==> src/rtl/usb_token_rx.sv <==
// Receive-side USB token decoder: parses OUT/IN/SETUP/SOF, checks the PID complement and CRC5.
// Optional address filter: define USB_TOKEN_ADDR_FILTER_EN to drop OUT/IN/SETUP tokens not addressed to dev_addr.
//
// state   | meaning
// IDLE    | waiting for rx_active rising edge
// PID     | expecting the PID byte
// F1      | expecting field byte 1
// F2      | expecting field byte 2 (field MSBs + CRC5)
// EOP     | three bytes received, waiting for rx_active to fall
// DISCARD | ignoring rest of packet until rx_active falls
module usb_token_rx (
  input  logic        clk,
  input  logic        rst,
  input  logic        rx_active,
  input  logic        rx_valid,
  input  logic [7:0]  rx_data,
  input  logic        rx_error,
  input  logic [6:0]  dev_addr,
  output logic        tok_valid,
  output logic [3:0]  tok_pid,
  output logic [6:0]  tok_addr,
  output logic [3:0]  tok_endp,
  output logic        sof_valid,
  output logic [10:0] frame_num,
  output logic        crc_err,
  output logic        pid_err
);

  typedef enum logic [2:0] {
    S_IDLE, S_PID, S_F1, S_F2, S_EOP, S_DISCARD
  } state_t;

  localparam logic [3:0] PID_OUT   = 4'b0001;
  localparam logic [3:0] PID_IN    = 4'b1001;
  localparam logic [3:0] PID_SOF   = 4'b0101;
  localparam logic [3:0] PID_SETUP = 4'b1101;

  state_t      state, state_nxt;
  logic        rx_active_q;
  logic [3:0]  pid_q, pid_nxt;
  logic [7:0]  byte1_q, byte1_nxt;
  logic [7:0]  byte2_q, byte2_nxt;
  logic        pid_bad_q, pid_bad_nxt;
  logic        tok_valid_nxt, sof_valid_nxt, crc_err_nxt, pid_err_nxt;
  logic [10:0] field;
  logic [4:0]  crc_reg;
  logic [4:0]  crc_exp;
  logic        crc_ok;
  logic        addr_ok;
  logic        is_token_pid;

  function automatic logic [4:0] crc5(input logic [10:0] d);
    logic [4:0] c;
    c = 5'h1f;
    for (int i = 0; i < 11; i++) begin
      if (d[i] ^ c[4]) c = {c[3:0], 1'b0} ^ 5'h05;
      else             c = {c[3:0], 1'b0};
    end
    return c;
  endfunction

  assign field   = {byte2_q[2:0], byte1_q};
  assign crc_reg = crc5(field);
  // CRC MSB goes first on the wire, so it lands in byte2[3]
  assign crc_exp = ~{crc_reg[0], crc_reg[1], crc_reg[2], crc_reg[3], crc_reg[4]};
  assign crc_ok  = (byte2_q[7:3] == crc_exp);

  assign is_token_pid = (rx_data[3:0] == PID_OUT) || (rx_data[3:0] == PID_IN) ||
                        (rx_data[3:0] == PID_SOF) || (rx_data[3:0] == PID_SETUP);

`ifdef USB_TOKEN_ADDR_FILTER_EN
  assign addr_ok = (field[6:0] == dev_addr);
`else
  logic unused_dev_addr;
  assign unused_dev_addr = ^dev_addr;
  assign addr_ok = 1'b1;
`endif

  always_comb begin
    state_nxt     = state;
    pid_nxt       = pid_q;
    byte1_nxt     = byte1_q;
    byte2_nxt     = byte2_q;
    pid_bad_nxt   = pid_bad_q;
    tok_valid_nxt = 1'b0;
    sof_valid_nxt = 1'b0;
    crc_err_nxt   = 1'b0;
    pid_err_nxt   = 1'b0;
    case (state)
      S_IDLE: begin
        pid_bad_nxt = 1'b0;
        if (rx_active && !rx_active_q) state_nxt = S_PID;
      end
      S_PID: begin
        if (rx_error) state_nxt = rx_active ? S_DISCARD : S_IDLE;
        else if (!rx_active) state_nxt = S_IDLE;
        else if (rx_valid) begin
          if (rx_data[7:4] != ~rx_data[3:0]) begin
            pid_bad_nxt = 1'b1;
            state_nxt   = S_DISCARD;
          end else if (is_token_pid) begin
            pid_nxt   = rx_data[3:0];
            state_nxt = S_F1;
          end else begin
            state_nxt = S_DISCARD;
          end
        end
      end
      S_F1: begin
        if (rx_error) state_nxt = rx_active ? S_DISCARD : S_IDLE;
        else if (!rx_active) state_nxt = S_IDLE;
        else if (rx_valid) begin
          byte1_nxt = rx_data;
          state_nxt = S_F2;
        end
      end
      S_F2: begin
        if (rx_error) state_nxt = rx_active ? S_DISCARD : S_IDLE;
        else if (!rx_active) state_nxt = S_IDLE;
        else if (rx_valid) begin
          byte2_nxt = rx_data;
          state_nxt = S_EOP;
        end
      end
      S_EOP: begin
        if (rx_error) state_nxt = rx_active ? S_DISCARD : S_IDLE;
        else if (!rx_active) begin
          state_nxt = S_IDLE;
          if (!crc_ok)               crc_err_nxt   = 1'b1;
          else if (pid_q == PID_SOF) sof_valid_nxt = 1'b1;
          else if (addr_ok)          tok_valid_nxt = 1'b1;
        end else if (rx_valid) state_nxt = S_DISCARD;
      end
      S_DISCARD: begin
        if (rx_error) pid_bad_nxt = 1'b0;
        if (!rx_active) begin
          state_nxt = S_IDLE;
          if (pid_bad_q && !rx_error) pid_err_nxt = 1'b1;
        end
      end
      default: state_nxt = S_IDLE;
    endcase
  end

  // rx_active_q resets high so a packet already in flight is not seen as a new rising edge
  always_ff @(posedge clk or posedge rst) begin
    if (rst) begin
      state       <= S_IDLE;
      rx_active_q <= 1'b1;
      pid_q       <= 4'd0;
      byte1_q     <= 8'd0;
      byte2_q     <= 8'd0;
      pid_bad_q   <= 1'b0;
      tok_valid   <= 1'b0;
      sof_valid   <= 1'b0;
      crc_err     <= 1'b0;
      pid_err     <= 1'b0;
      tok_pid     <= 4'd0;
      tok_addr    <= 7'd0;
      tok_endp    <= 4'd0;
      frame_num   <= 11'd0;
    end else begin
      state       <= state_nxt;
      rx_active_q <= rx_active;
      pid_q       <= pid_nxt;
      byte1_q     <= byte1_nxt;
      byte2_q     <= byte2_nxt;
      pid_bad_q   <= pid_bad_nxt;
      tok_valid   <= tok_valid_nxt;
      sof_valid   <= sof_valid_nxt;
      crc_err     <= crc_err_nxt;
      pid_err     <= pid_err_nxt;
      if (tok_valid_nxt) begin
        tok_pid  <= pid_q;
        tok_addr <= field[6:0];
        tok_endp <= field[10:7];
      end
      if (sof_valid_nxt) frame_num <= field;
    end
  end

endmodule

==> config.mk <==
export PLATFORM = sky130hd
export DESIGN_NAME = usb_token_rx
export DESIGN_NICKNAME = d
export VERILOG_FILES = /design/src/rtl/usb_token_rx.sv
export SDC_FILE = /design/constraint.sdc
export NUM_CORES = 1
export LEC_CHECK = 0
export BUFFER_PORTS_ARGS = -buffer_cell sky130_fd_sc_hd__clkbuf_2
export CAP_MARGIN = 20
export CORE_ASPECT_RATIO = 1.4
export CORE_UTILIZATION = 54
export DETAILED_ROUTE_END_ITERATION = 12
export PLACE_DENSITY_LB_ADDON = 0.25
export SETUP_SLACK_MARGIN = 0.2
export SYNTH_ARGS = -nofsm -noshare
export SYNTH_HDL_FRONTEND = slang
export SYNTH_SLANG_ARGS = --single-unit
==> constraint.sdc <==
create_clock -name clk -period 3.1 [get_ports clk]
set_clock_uncertainty 0.05 [all_clocks]
set_input_delay 0 -clock clk [delete_from_list [all_inputs] [get_ports clk]]
set_output_delay 0 -clock clk [all_outputs]
set_load 0.02 [all_outputs]
### Word level (Yosys, flattened, before mapping)

Cells that the tools add are included.

* register bits after elaboration: 55
* input bits: 20
* output and inout bits: 30
* word-level logic and storage cells: 127

* equal/unequal tests: 23
* mux-type cells: 52
* bitwise gates (word level): 24
* reductions and logical operators: 14

Operators with widths (count)
* 3-bit 2-to-1 mux: 28
* 1-bit 2-to-1 mux: 22
* 2-bit inverter: 10
* 3-bit one-hot mux with 6 select lines: 1
* 6-bit AND reduction: 3
* 4-bit != test (second input constant): 4
* 2-bit != test (second input constant): 7
* 4-bit by 3-bit equality test with 1-bit output (second input constant): 2
* 4-bit equality test (second input constant): 2
* 4-bit AND reduction: 2
* 1-bit XOR: 8
* 3-bit by 2-bit equality test with 1-bit output (second input constant): 2
* 3-bit equality test (second input constant): 2
* 5-bit equality test: 1
* 5-bit inverter: 1
* 4-bit by 1-bit equality test with 1-bit output (second input constant): 1
* 4-bit != test: 1
* 4-bit inverter: 1
* 3-bit by 1-bit equality test with 1-bit output (second input constant): 1
* 3-bit logical NOT: 1
* 1-bit logical OR: 3
* 1-bit one-hot mux with 3 select lines: 1
* 3-bit nonzero test: 1
* 1-bit logical AND: 2
* 3 further kinds: 6

### Logic depth before layout (Yosys ltp)

* depth after elaboration: 27
* gate-level depth with buffers: 8
* depth with buffers taken out: 7

### Worst setup path before layout

OpenSTA, ideal clock, no wires.

* path kind: register to register
* start point: register byte1_q[4]
* end point: register frame_num[0]
* setup time: 0.125 ns
* data arrival time: 2.358 ns
* required time: 2.925 ns
* setup slack: 0.567 ns
* cell stages (with the launch flop): 9
* buffers on the path: 2
* clock period less this slack: 2.533 ns
* cell sequence: dfrtp_1 -> buf_6 -> xor2_1 -> xnor3_1 -> or3_1 -> and2_4 -> nor4_4 -> buf_6 -> mux2_4

* word-level cells in the longest chain between the ends: 14
* elaborated cells between the ends (all ways): 19
* those cells by class: 1 x eq/ne; 11 x mux; 7 x bitwise

Ends and longest elaborated chain
* from (decl): line 41 `logic [7:0] byte1_q, byte1_nxt;`
* from (signal assigned): line 166 `byte1_q <= byte1_nxt;`
* 1-bit XOR (*): line 56 `if (d[i] ^ c[4]) c = {c[3:0], 1'b0} ^ 5'h05;`
* 3-bit 2-to-1 mux (*): line 56
* 3-bit 2-to-1 mux: line 56
* 2-bit inverter (no line)
* 3-bit 2-to-1 mux: line 56
* 1-bit XOR: line 56
* 3-bit 2-to-1 mux (2 in series): line 56
* 5-bit inverter (*): line 65 `assign crc_exp = ~{crc_reg[0], crc_reg[1], crc_reg[2], crc_reg[3], crc_reg[4]};`
* 5-bit equality test (*): line 66 `assign crc_ok = (byte2_q[7:3] == crc_exp);`
* 1-bit 2-to-1 mux (*): line 129 `if (!crc_ok) crc_err_nxt = 1'b1;`
* 1-bit 2-to-1 mux (*): line 127 `else if (!rx_active) begin`
* 1-bit 2-to-1 mux (*): line 126 `if (rx_error) state_nxt = rx_active ? S_DISCARD : S_IDLE;`
* 1-bit 2-to-1 mux (*): line 89 `case (state)`
* to (signal assigned): line 178 `if (sof_valid_nxt) frame_num <= field;`
* to (decl): line 24 `output logic [10:0] frame_num,`

Every way passes the cells marked *; elsewhere a longest branch is shown, timed or not.
A chain may end at the register's enable or synchronous reset.

### Worst setup path after layout

* start point: register byte1_q[4]
* end point: register frame_num[9]

Same word-level chain as after synthesis.

==> flow_summary_export.csv <==
group,metric,value,unit
routing,wl_per_cell,16.0,µm
final_layout,register_area,1380,µm²
synth,synthArstFlopShare,1.00,
status,outcome,"complete, no violations",
synth,ys_seq_area_frac,0.523,
global_routing,grt_usage,0.224,
power,p_comb_frac,0.140,
power,power.internal,1070,µW
worst_setup_path,worstPathArrival,2910,ps
global_routing,overflow,0,
global_routing,grt_pass1_wl,8460,µm
worst_setup_path,critPathRequiredTime,3250,ps
routing,route.detailed.drc,0,
clock_network,clkTransAtPathRegs,90,ps
final_layout,drive_gt1_frac,0.439,
synth,synth_nets,214,
worst_setup_path,crit_path_end_kind,"register",
floorplan,die_width,61.0,µm
clock_network,cts-buffers-inserted,5,
final_layout,synthToLayoutAreaGrowth,19.2,%
clock_network,cts_tree,"done",
final_layout,final_util,0.681,
sta,worstMarginPinSlew,730,ps
sta,tns,0,ps
synth,syn_inst,194,
floorplan,die-area,5160,µm²
final_layout,n_antenna_cell,0,
routing,wl,5040,µm
power,netSwitchingPower,368,µW
sta,max_clock_freq,0.362,GHz
global_routing,grt_max_degree,35,
routing,num_vias,1706,
global_routing,grt_antenna_before_repair,0,
worst_setup_path,worst_setup_path_start_kind,"register",
routing,drt.antenna.violating_nets,0,
final_layout,multiInputGateArea,1200,µm²
floorplan,initial_core_util,0.571,
floorplan,pin_count,50,
sta,holdWs,85.3,ps
placement,pre_cts_slack,304,ps
power,pwr-share-seq,0.542,
sta,period_share,0.892,
clock_network,htree_levels,2,
power,max-vdd-ir-drop,0.000348,V
final_layout,fin_nets,273,
worst_setup_path,critPathMaxFanout,11,
job,maxCapViolations,0,
floorplan,core,4610,µm²
routing,drtIter0Drc,57,
worst_hold_path,hold_path_class,"in -> reg",
sta,relSlewSlack,0.512,
floorplan,die_h,84.6,µm
power,swShare,0.256,
sta,rsz0062_at_grt,"no",
final_layout,nFillCells,356,
worst_setup_path,crit_type,"reg -> reg",
synth,synth_area,2630,µm²
clock_network,cts_buffer_depth,2,
clock_network,cts_root_buffer,"clkbuf_8",
synth,ys_types,45,
clock_network,cts.sinks,55,
synth,synth_ff_type,"dfrtp_1",
sta,fin_crit,2770,ps
power,clkPwrFrac,0.318,
global_routing,grt_pass1_vias,1711,
placement,dp_hpwl,3540,µm
floorplan,rows,29,
sta,slew_violations,0,
synth,synth-edff-count,0,
power,cellPowerDensity,458,nW/µm²
sta,hold_viol,0,
synth,avgSynthCellArea,13.6,µm²
clock_network,clock_latency,300,ps
placement,port_buffers,42,
placement,gp_routability_congestion,0.805,
routing,avgViaCountPerCell,5.42,
sta,timing.final.ws_setup,334,ps
synth,ys_seq_elements,55,
synth,yosysWarningCount,0,
sta,setup_viol,0,
power,power.leakage,0.00157,µW
routing,first_pass_iters,4,
-- metrics by stage --
step	total power, µW	instances	cell area, µm²
after floorplan	937	194	2630
after global placement	978	293	2890
after detailed placement	982	293	2890
after CTS	1450	311	3110
after global routing	1500	315	3140
final	1440	315	3140
-- worst max-delay path, cell delays in order, from the launching register on --
cell and delay, ps:
dfrtp_2 470, xor2_1 260, xnor3_1 470, or3_1 360, and2_4 190, nor4_4 200, buf_4 290, mux2_2 360
-- path summary, 6_finish.rpt --
check                               end  depth (start not counted)  startpoint  slack, ps
setup / recovery           frame_num[9]                          7  byte1_q[4]        330
hold / removal                 state[1]                          4    rx_error         90
setup reg to reg           frame_num[9]                          7  byte1_q[4]        330
hold reg to reg                pid_q[0]                          1    pid_q[0]        450
max in group asynchronous    byte1_q[3]                          4         rst       1920
min in group asynchronous      state[0]                          3         rst        300
-- flip-flops by register name, indices dropped and copies added (netlist names) --
signal,count
pid_err,1
byte2_q,8
pid_bad_q,1
frame_num,11
sof_valid,1
tok_addr,7
tok_pid,4
crc_err,1
tok_endp,4
rx_active_q,1
pid_q,4
state,3
tok_valid,1
byte1_q,8
-- routing by layer --
layer | vias up | routed length (µm) | track usage
met5 | - | 0 | 0
met2 | 39 | 2610 | 0.364
met3 | 6 | 177 | 0.0416
li1 | 820 | - | -
met4 | 0 | 89 | 0.0744
met1 | 841 | 2160 | 0.299
-- cell usage after synthesis, types with 2 or more instances --
cell       number  area share
dfrtp_1        54        0.51
mux2_2         34        0.15
nor2_1         11       0.016
mux2_4         10       0.057
xnor2_1        10       0.033
xor2_1          7       0.023
o21ai_0         6       0.011
nand2_1         5      0.0071
clkbuf_1        4      0.0057
nand3_1         4      0.0076
xnor3_1         4       0.034
nor4_1          3      0.0071
a21oi_1         2      0.0038
a221oi_2        2       0.011
buf_6           2      0.0086
inv_1           2      0.0029
nor2b_1         2      0.0048
nor3_1          2      0.0038
o221ai_1        2      0.0067
o2bb2ai_1       2      0.0067
or2_2           2      0.0048
-- layout by cell type, fill, tap and decap left out, types with 3 or more instances in the layout --
cell type / Yosys / routed
nand3_1: 4 / 4
xnor3_1: 4 / 4
clkbuf_2: 1 / 42
nor4_1: 3 / 3
nand2_1: 5 / 5
mux2_2: 34 / 34
mux2_4: 10 / 10
dfrtp_1: 54 / 52
dlygate4sd3_1: 0 / 11
buf_4: 0 / 6
nor2_1: 11 / 11
xnor2_1: 10 / 10
clkbuf_8: 0 / 5
xor2_1: 7 / 7
o21ai_0: 6 / 6
-- layout make-up --
cell class,instances,area share
Tap cell,62,0.0247
Clock buffer,6,0.0231
Inverter,3,0.00518
Multi-Input combinational cell,129,0.381
Timing Repair Buffer,59,0.116
Clock inverter,1,0.00957
Sequential cell,55,0.440
-- power by group through the flow --
stage	Combinational [µW]	Clock [µW]	Sequential, µW
3_3_place_gp	186	0	792
4_1_cts	201	467	778
3_5_place_dp	190	0	792
5_1_grt	224	490	785
2_1_floorplan	171	0	766
6_report	201	457	778
-- timing repair --
action,CTS,global route
endpoints found under the setup margin,0,7
hold buffers,11,0
buffers inserted,0,4
gates resized for setup,0,2
endpoints found under the hold margin,53,0
-- cell families (layout without fill, tap and decap cells) --
kind of cell | count (synthesis) | count (layout) | share of synthesized area
multiplexers | 44 | 44 | 0.202
XOR/XNOR | 21 | 21 | 0.0908
adder cells (fa/ha/maj) | 1 | 1 | 0.00380
flip-flops | 55 | 55 | 0.523
AO/OA/AOI/OAI | 21 | 21 | 0.0608
AND/OR/NAND/NOR | 42 | 42 | 0.0965
buffers and inverters | 10 | 69 | 0.0223
Power figures use the tool's default switching activity.
